`config.mk`:
```
export PLATFORM = sky130hd
export DESIGN_NAME = pipeline_hazard_ctrl
export DESIGN_NICKNAME = d
export VERILOG_FILES = /design/src/rtl/pipeline_hazard_ctrl.sv
export SDC_FILE = /design/constraint.sdc
export NUM_CORES = 1
export LEC_CHECK = 0
export CAP_MARGIN = 20
export CELL_PAD_IN_SITES_DETAIL_PLACEMENT = 1
export CELL_PAD_IN_SITES_GLOBAL_PLACEMENT = 1
export CORE_ASPECT_RATIO = 0.75
export CORE_MARGIN = 2
export CORE_UTILIZATION = 34
export CTS_BUF_LIST = sky130_fd_sc_hd__clkbuf_2 sky130_fd_sc_hd__clkbuf_4 sky130_fd_sc_hd__clkbuf_8
export CTS_CLUSTER_SIZE = 16
export DETAILED_ROUTE_END_ITERATION = 7
export GPL_ROUTABILITY_DRIVEN = 1
export HOLD_SLACK_MARGIN = 0.02
export PLACE_DENSITY = 0.76
export SYNTH_ARGS = -nofsm -noshare
export SYNTH_HDL_FRONTEND = slang
export SYNTH_SLANG_ARGS = --single-unit
```
`constraint.sdc`:
```
create_clock -name clk -period 1.92 [get_ports clk]
set_clock_uncertainty 0.15 [all_clocks]
set_input_delay 0.288 -clock clk [delete_from_list [all_inputs] [get_ports clk]]
set_output_delay 0.288 -clock clk [all_outputs]
set_load 0.05 [all_outputs]
```
`src/rtl/pipeline_hazard_ctrl.sv`:
```
// Stage-register control for the kanade32 5-stage pipeline: stalls, flushes,
// the dmem-wait watchdog and saturating stall/flush performance counters.
module pipeline_hazard_ctrl #(
    parameter int DMEM_TIMEOUT = 256
) (
    input  logic        clk,
    input  logic        reset_n,
    input  logic [4:0]  fd_rs,
    input  logic [4:0]  fd_rt,
    input  logic        fd_use_rs,
    input  logic        fd_use_rt,
    input  logic        de_mem_read,
    input  logic [4:0]  de_dst_reg,
    input  logic        em_redirect,
    input  logic        em_mem_access,
    input  logic        dmem_ready,
    input  logic        imem_ready,
    output logic        pc_wren,
    output logic        fd_wren,
    output logic        de_wren,
    output logic        em_wren,
    output logic        mw_wren,
    output logic        fd_flush,
    output logic        de_flush,
    output logic        em_flush,
    output logic [1:0]  state,
    output logic        bus_err,
    output logic [31:0] stall_cnt,
    output logic [31:0] flush_cnt
);

    localparam int WW = $clog2(DMEM_TIMEOUT + 1);

    typedef enum logic [1:0] {
        RUN   = 2'd0,
        DWAIT = 2'd1,
        ERR   = 2'd2
    } state_t;

    state_t        state_q, state_d;
    logic [WW-1:0] wait_q, wait_d;
    logic          bus_err_q, bus_err_d;
    logic          dfreeze, load_use, redirect_taken;

    assign dfreeze  = em_mem_access & ~dmem_ready;
    assign load_use = de_mem_read & (de_dst_reg != 5'd0) &
                      ((fd_use_rs & (fd_rs == de_dst_reg)) |
                       (fd_use_rt & (fd_rt == de_dst_reg)));
    assign redirect_taken = reset_n & (state_q != ERR) & ~dfreeze & em_redirect;

    assign state   = state_q;
    assign bus_err = bus_err_q;

    // Priority chain; a load-use hazard also masks imem wait so FD stays held.
    always_comb begin
        pc_wren  = 1'b1;
        fd_wren  = 1'b1;
        de_wren  = 1'b1;
        em_wren  = 1'b1;
        mw_wren  = 1'b1;
        fd_flush = 1'b0;
        de_flush = 1'b0;
        em_flush = 1'b0;
        if (!reset_n || state_q == ERR || dfreeze) begin
            pc_wren = 1'b0;
            fd_wren = 1'b0;
            de_wren = 1'b0;
            em_wren = 1'b0;
            mw_wren = 1'b0;
        end else if (em_redirect) begin
            fd_flush = 1'b1;
            de_flush = 1'b1;
            em_flush = 1'b1;
        end else if (load_use) begin
            pc_wren  = 1'b0;
            fd_wren  = 1'b0;
            de_flush = 1'b1;
        end else if (!imem_ready) begin
            pc_wren  = 1'b0;
            fd_flush = 1'b1;
        end
    end

    always_comb begin
        state_d   = state_q;
        wait_d    = wait_q;
        bus_err_d = bus_err_q;
        case (state_q)
            RUN: begin
                if (dfreeze) begin
                    state_d = DWAIT;
                    wait_d  = WW'(1);
                end
            end
            DWAIT: begin
                // A dropped em_mem_access means the access was abandoned, not failed.
                if (!em_mem_access || dmem_ready) begin
                    state_d = RUN;
                    wait_d  = '0;
                end else if (wait_q == WW'(DMEM_TIMEOUT - 1)) begin
                    state_d   = ERR;
                    bus_err_d = 1'b1;
                end else begin
                    wait_d = wait_q + WW'(1);
                end
            end
            ERR:     state_d = ERR;
            default: state_d = RUN;
        endcase
    end

    always_ff @(posedge clk) begin
        if (!reset_n) begin
            state_q   <= RUN;
            wait_q    <= '0;
            bus_err_q <= 1'b0;
            stall_cnt <= '0;
            flush_cnt <= '0;
        end else begin
            state_q   <= state_d;
            wait_q    <= wait_d;
            bus_err_q <= bus_err_d;
            if (state_q != ERR && !pc_wren && stall_cnt != 32'hFFFF_FFFF)
                stall_cnt <= stall_cnt + 32'd1;
            if (redirect_taken && flush_cnt != 32'hFFFF_FFFF)
                flush_cnt <= flush_cnt + 32'd1;
        end
    end

endmodule

```
After elaboration in Yosys (flattened, before gate mapping)
Cells that the tools add are included.
{"block": "op_classes", "n_addsub": 3, "n_mul": 0, "n_div": 0, "magnitude_cmp": 0, "eq_ne": 11, "shifts": 0, "muxes": 25, "n_bitwise": 12, "reduce_logical": 15}
{"cell": "adder 32 x 1 -> 32 bit, second input constant", "n": 2}
{"cell": "!= test 32 bit, second input constant", "n": 2}
{"cell": "2-to-1 mux 9 bit", "n": 3}
{"cell": "case mux 9 bit (2 select lines)", "n": 1}
{"cell": "2-to-1 mux 1 bit", "n": 17}
{"cell": "equality test 5 bit", "n": 2}
{"cell": "adder 9 x 1 -> 9 bit, second input constant", "n": 1}
{"cell": "equality test 9 x 8 -> 1 bit, second input constant", "n": 1}
{"cell": "bitwise AND 1 bit", "n": 8}
{"cell": "2-to-1 mux 2 bit", "n": 3}
{"cell": "!= test 3 bit, second input constant", "n": 2}
{"cell": "case mux 2 bit (3 select lines)", "n": 1}
{"cell": "AND reduction 3 bit", "n": 2}
{"cell": "nonzero test 5 bit", "n": 1}
{"cell": "!= test 2 bit, second input constant", "n": 2}
{"cell": "logical AND 1 bit", "n": 3}
{"cell": "logical NOT 1 bit", "n": 3}
{"cell": "logical OR 1 bit", "n": 3}
{"cell": "inverter 1 bit", "n": 3}
{"cell": "equality test 2 x 1 -> 1 bit, second input constant", "n": 1}
{"cell": "equality test 2 bit, second input constant", "n": 1}
{"cell": "logical NOT 2 bit", "n": 1}
{"cell": "AND reduction 2 bit", "n": 1}
{"cell": "nonzero test 2 bit", "n": 1}
{"cell": "bitwise OR 1 bit", "n": 1}
{"block": "totals", "register_bits": 76, "latchBits": 0, "mem_bits_rw": 0, "romBits": 0, "input_bits": 24, "output_inout_bits": 75, "mem_count": 0}

Logic depth before layout (Yosys ltp)
{"block": "depth", "word_depth": 10, "ltp_mapped": 10, "depth_no_buf": 9}

Worst setup path before layout
OpenSTA, ideal clock, no wires.
{"block": "synth_path", "path_kind": "reg2out", "start": "reg state_q[0] (netlist: state[0])", "end": "out fd_flush", "arrival_time_ns": 4.257, "required_ns": 1.482, "setup_slack_ns": -2.775, "path_stages_with_launch": 7, "path_buffers": 1, "path_cell_list": "dfxtp_1 buf_2 and2b_1 nor3_1 inv_1 a31oi_4 a21boi_0"}
{"block": "synth_between", "elab_chain_len": 4}
{"item": "start: declaration", "line_no": "40", "source": "state_t state_q, state_d;"}
{"item": "start signal: assignment", "line_no": "120", "source": "state_q <= state_d;"}
{"item": "equality test 2 bit", "line_no": "64", "source": "if (!reset_n || state_q == ERR || dfreeze) begin"}
{"item": "logical OR 1 bit (2 in a row)", "line_no": "64"}
{"item": "2-to-1 mux 1 bit", "line_no": "64"}
{"item": "end: declaration", "line_no": "23", "source": "output logic fd_flush,"}
Every way passes these cells.

Final worst setup path
{"block": "layout_path", "start": "in de_dst_reg[4]", "end": "reg stall_cnt[25]"}
{"block": "layout_between", "elab_chain_len": 10, "elab_cells_between_ends": 14, "cone_classes": "eq/ne (2); mux (3); bitwise (5); reduce/logical (4)"}
{"item": "start: declaration", "line_no": "13", "source": "input logic [4:0] de_dst_reg,"}
{"item": "equality test 5 bit, on equally long branches", "line_no": "47, 48"}
{"item": "bitwise AND 1 bit, on equally long branches", "line_no": "47, 48"}
{"item": "bitwise OR 1 bit", "line_no": "47", "source": "((fd_use_rs & (fd_rs == de_dst_reg)) |"}
{"item": "bitwise AND 1 bit (*)", "line_no": "46", "source": "assign load_use = de_mem_read & (de_dst_reg != 5'd0) &"}
{"item": "2-to-1 mux 1 bit (*)", "line_no": "74", "source": "end else if (load_use) begin"}
{"item": "2-to-1 mux 1 bit (*)", "line_no": "70", "source": "end else if (em_redirect) begin"}
{"item": "2-to-1 mux 1 bit (*)", "line_no": "64"}
{"item": "logical NOT 1 bit (*)", "line_no": "123", "source": "if (state_q != ERR && !pc_wren && stall_cnt != 32'hFFFF_FFFF)"}
{"item": "logical AND 1 bit (*) (2 in a row)", "line_no": "123"}
{"item": "end signal: assignment", "line_no": "124", "source": "stall_cnt <= stall_cnt + 32'd1;"}
{"item": "end: declaration", "line_no": "28", "source": "output logic [31:0] stall_cnt,"}
Every way passes the cells marked *; elsewhere a longest branch is shown, timed or not.
A chain may end at the register's enable or synchronous reset.

==> metrics.csv <==
stage,metric,value,unit
layout,num_antenna_cells,0,
setup_path,crit_required,2.09,ns
job,cap_violations,0,
setup_path,crit_arrival,2.62,ns
synth,synth_area,0.003938,mm2
clock_network,cts_tree,built,
timing,fin_ws,-0.5362,ns
drt,via_per_inst,6.474,
synth,syn_inst,471,
placed_design,place_ws,-0.9298,ns
setup_path,r2r_slack,-0.52,ns
timing,finalCritPeriodShare,127.9,%
clock_network,htreeDepth,3,
layout,drive_gt1_share,67.88,%
hold_path,holdCritPathClass,in -> reg,
timing,worst_pin_slew,0.6103,ns
grt,first_global_vias,5642,
status,status,finished with violations,
grt,antenna_found_initial,0,
setup_path,reg2regPathDepth,6,
synth,synth.avg_cell_area,8.360,um2
timing,hold_violations,0,
grt,track_usage,33.20,%
drt,drc,0,
layout,areaGrowthSynthToFinish,104.4,%
clock_network,clk-insertion-delay-late,0.40,ns
placed_design,dp.cells,816,
timing,period_needed,2.456,ns
synth,synthesis.nets,499,
floorplan,die-area,0.01247,mm2
floorplan,start_util,35.45,%
synth,synth.largest_area_cell,dfxtp_1,
layout,final_cells,909,
timing,fin_hold_ws,0.3792,ns
setup_path,cp-start-kind,primary input,
setup_path,rr_endpoint,stall_cnt[25],
synth,synthTopCellsByArea,"dfxtp_1, nor2_1, nand4_1, xnor2_1, xor2_1",
floorplan,die_h,97.20,um
synth,synth_top_area_share,38.64,%
timing,slew_headroom,59.31,%
synth,yosysUniqueCellTypes,55,
timing,slew_violations,0,
timing,rsz0062_at_grt,true,
timing,setup_violations,82,
placed_design,io_buffers,98,
clock_network,cts_sinks,76,
clock_network,clkTransAtPathRegs,0.12,ns
floorplan,std_cell_rows,33,
power,powerDensity,477.2,mW/mm2
power,vdd_drop_max,516.9,uV
clock_network,cts_root_buf,clkbuf_8,
drt,route.final.wire_length,28.66,mm
grt,grt_max_degree,43,
drt,vias,5885,
setup_path,worstSetupEndpoint,stall_cnt[25],
grt,grt_overflow,0,
setup_path,worstSetupPathType,in -> reg,
clock_network,cts_buffers,9,
synth,ys.flop_type,dfxtp_1,
synth,yosysWarnings,0,
status,violations,negative setup slack,
setup_path,critPathCaptureType,flip-flop,
drt,drt_iter0_markers,541,
floorplan,coreArea,0.01111,mm2
timing,fmax,407.1,MHz
power,p_leak,0.003415,uW
drt,wl_per_cell,31.52,um
synth,yosysSeqAreaShare,38.64,%
placed_design,globalplace.congestion,0.8331,
setup_path,path_max_fanout,5,
synth,synth_edf_count,0,
floorplan,ioPinCount,99,
setup_path,r2r-start,stall_cnt[3],
grt,grt_pass1_wl,32.38,mm
synth,synth-seq-cells,76,
setup_path,setup.worst_path.start,de_dst_reg[4],
layout,num-nets-final,792,
synth,ys_async_sr_fraction,0,%
drt,ant_nets,0,
drt,drt_pass1_iterations,5,
clock_network,clockBufferDepth,2,
floorplan,die_w,128.3,um
layout,postLayoutCoreUtil,72.48,%
layout,nFillCells,1155,
placed_design,place.detailed.hpwl,10.90,mm
-- worst max-delay path, stage by stage --
cell and delay, ns:
buf_8 0.10, buf_6 0.12, xnor2_2 0.15, nand4_1 0.22, o22ai_2 0.26, a31oi_4 0.19, buf_4 0.19, a211o_4 0.38
or4_4 0.54, a21oi_2 0.18
-- flip-flops by register name, indices dropped and copies added, names as in the netlist --
name and count:
bus_err 1, flush_cnt 32, stall_cnt 32, state 2, wait_q 9
-- cells by family (layout without fill, tap and decap cells) --
kind of cell | count (synthesis) | in the layout | synth area share [%]
xor gates and xnor gates | 40 | 40 | 8.897
AOI/OAI and AO/OA | 91 | 92 | 15.44
adders and majority gates | 4 | 4 | 1.271
buffers and inverters | 32 | 329 | 4.163
muxes | 3 | 3 | 0.7627
DFF | 76 | 76 | 38.64
and+or+nand+nor | 225 | 225 | 30.82
-- metal layers --
metal  vias to the layer above  wire [um]  global-route usage, %
met5                         -          0                      0
met4                         0       1874                  13.52
met3                       173       2804                  6.498
met2                       518      13140                  57.57
met1                      2865      10840                  40.03
li1                       2329          -                      -
-- synth_stat cells (8+ instances only) --
master and number:
xor2_1 20, nor2_1 48, a21oi_1 31, dfxtp_1 76, nand3_1 34, o21ai_0 14, or4_1 16, xnor2_1 20
and3_1 21, nand2_1 30, or3_1 9, o31ai_1 14, inv_1 11, clkbuf_1 8, nand4_1 28, nand2b_1 10
-- area by class of cell --
| type | count | area [um2] | area share [%] |
|---|---|---|---|
| well taps | 140 | 175.2 | 2.176 |
| multi-input cells | 364 | 3348 | 41.59 |
| clock buffers | 10 | 131.4 | 1.632 |
| repair buffers | 302 | 2641 | 32.81 |
| inverters | 11 | 43.79 | 0.5440 |
| flip-flops and latches | 76 | 1622 | 20.14 |
| clock inverters | 6 | 88.84 | 1.104 |
-- placed cells by master, fill, tap and decap left out, types with 8 or more instances in the layout --
| cell | instances |
|---|---|
| a21oi_2 | 22 |
| nand2_1 | 17 |
| or4_4 | 14 |
| nand4_1 | 28 |
| xor2_1 | 18 |
| buf_6 | 37 |
| and3_4 | 11 |
| nand3_2 | 12 |
| dfxtp_4 | 14 |
| nand2b_1 | 8 |
| xnor2_1 | 9 |
| dfxtp_2 | 38 |
| buf_12 | 11 |
| xnor2_2 | 10 |
| nor2_1 | 41 |
| dfxtp_1 | 24 |
| nand3_1 | 18 |
| o21ai_1 | 8 |
| and3_1 | 10 |
| buf_4 | 225 |
| clkbuf_8 | 9 |
-- power breakdown --
group          total (uW)  internal, uW  leakage (uW)  switching (uW)
registers            1580          1570      0.000643            12.2
logic                 690           315       0.00266             375
clock network        1570           750      0.000108             820
total                3840          2630       0.00342            1210
-- what timing repair did --
action | in CTS | in global routing
gates resized for setup | 154 | 174
hold buffers | 0 | 0
cloned | 6 | 1
pin swaps | 63 | 99
setup buffers | 34 | 42
endpoints found under the setup margin | 74 | 80
-- how the worst min path moves through the flow --
stage / start / endpoint / slack, ns / cells after the start
finish: em_mem_access / state[0] / 0.38 / 4
global route: em_mem_access / state[0] / 0.37 / 4
CTS: em_mem_access / state[0] / 0.34 / 4
detailed placement: bus_err / bus_err / 0.33 / 2
global placement: flush_cnt[6] / flush_cnt[6] / 0.30 / 1
floorplan: reset_n / stall_cnt[18] / 0.29 / 2
-- stage by stage --
stage	power (uW)	instance area [um2]	TNS, ns
2_1_floorplan	1831	4131	-32.12
4_1_cts	3527	7019	-8.130
5_1_grt	3894	8050	-29.00
6_report	3841	8050	-25.95
3_5_place_dp	2036	6025	-48.68
3_3_place_gp	2021	6025	-43.34
Note: power is estimated with default switching activity, not from simulation.
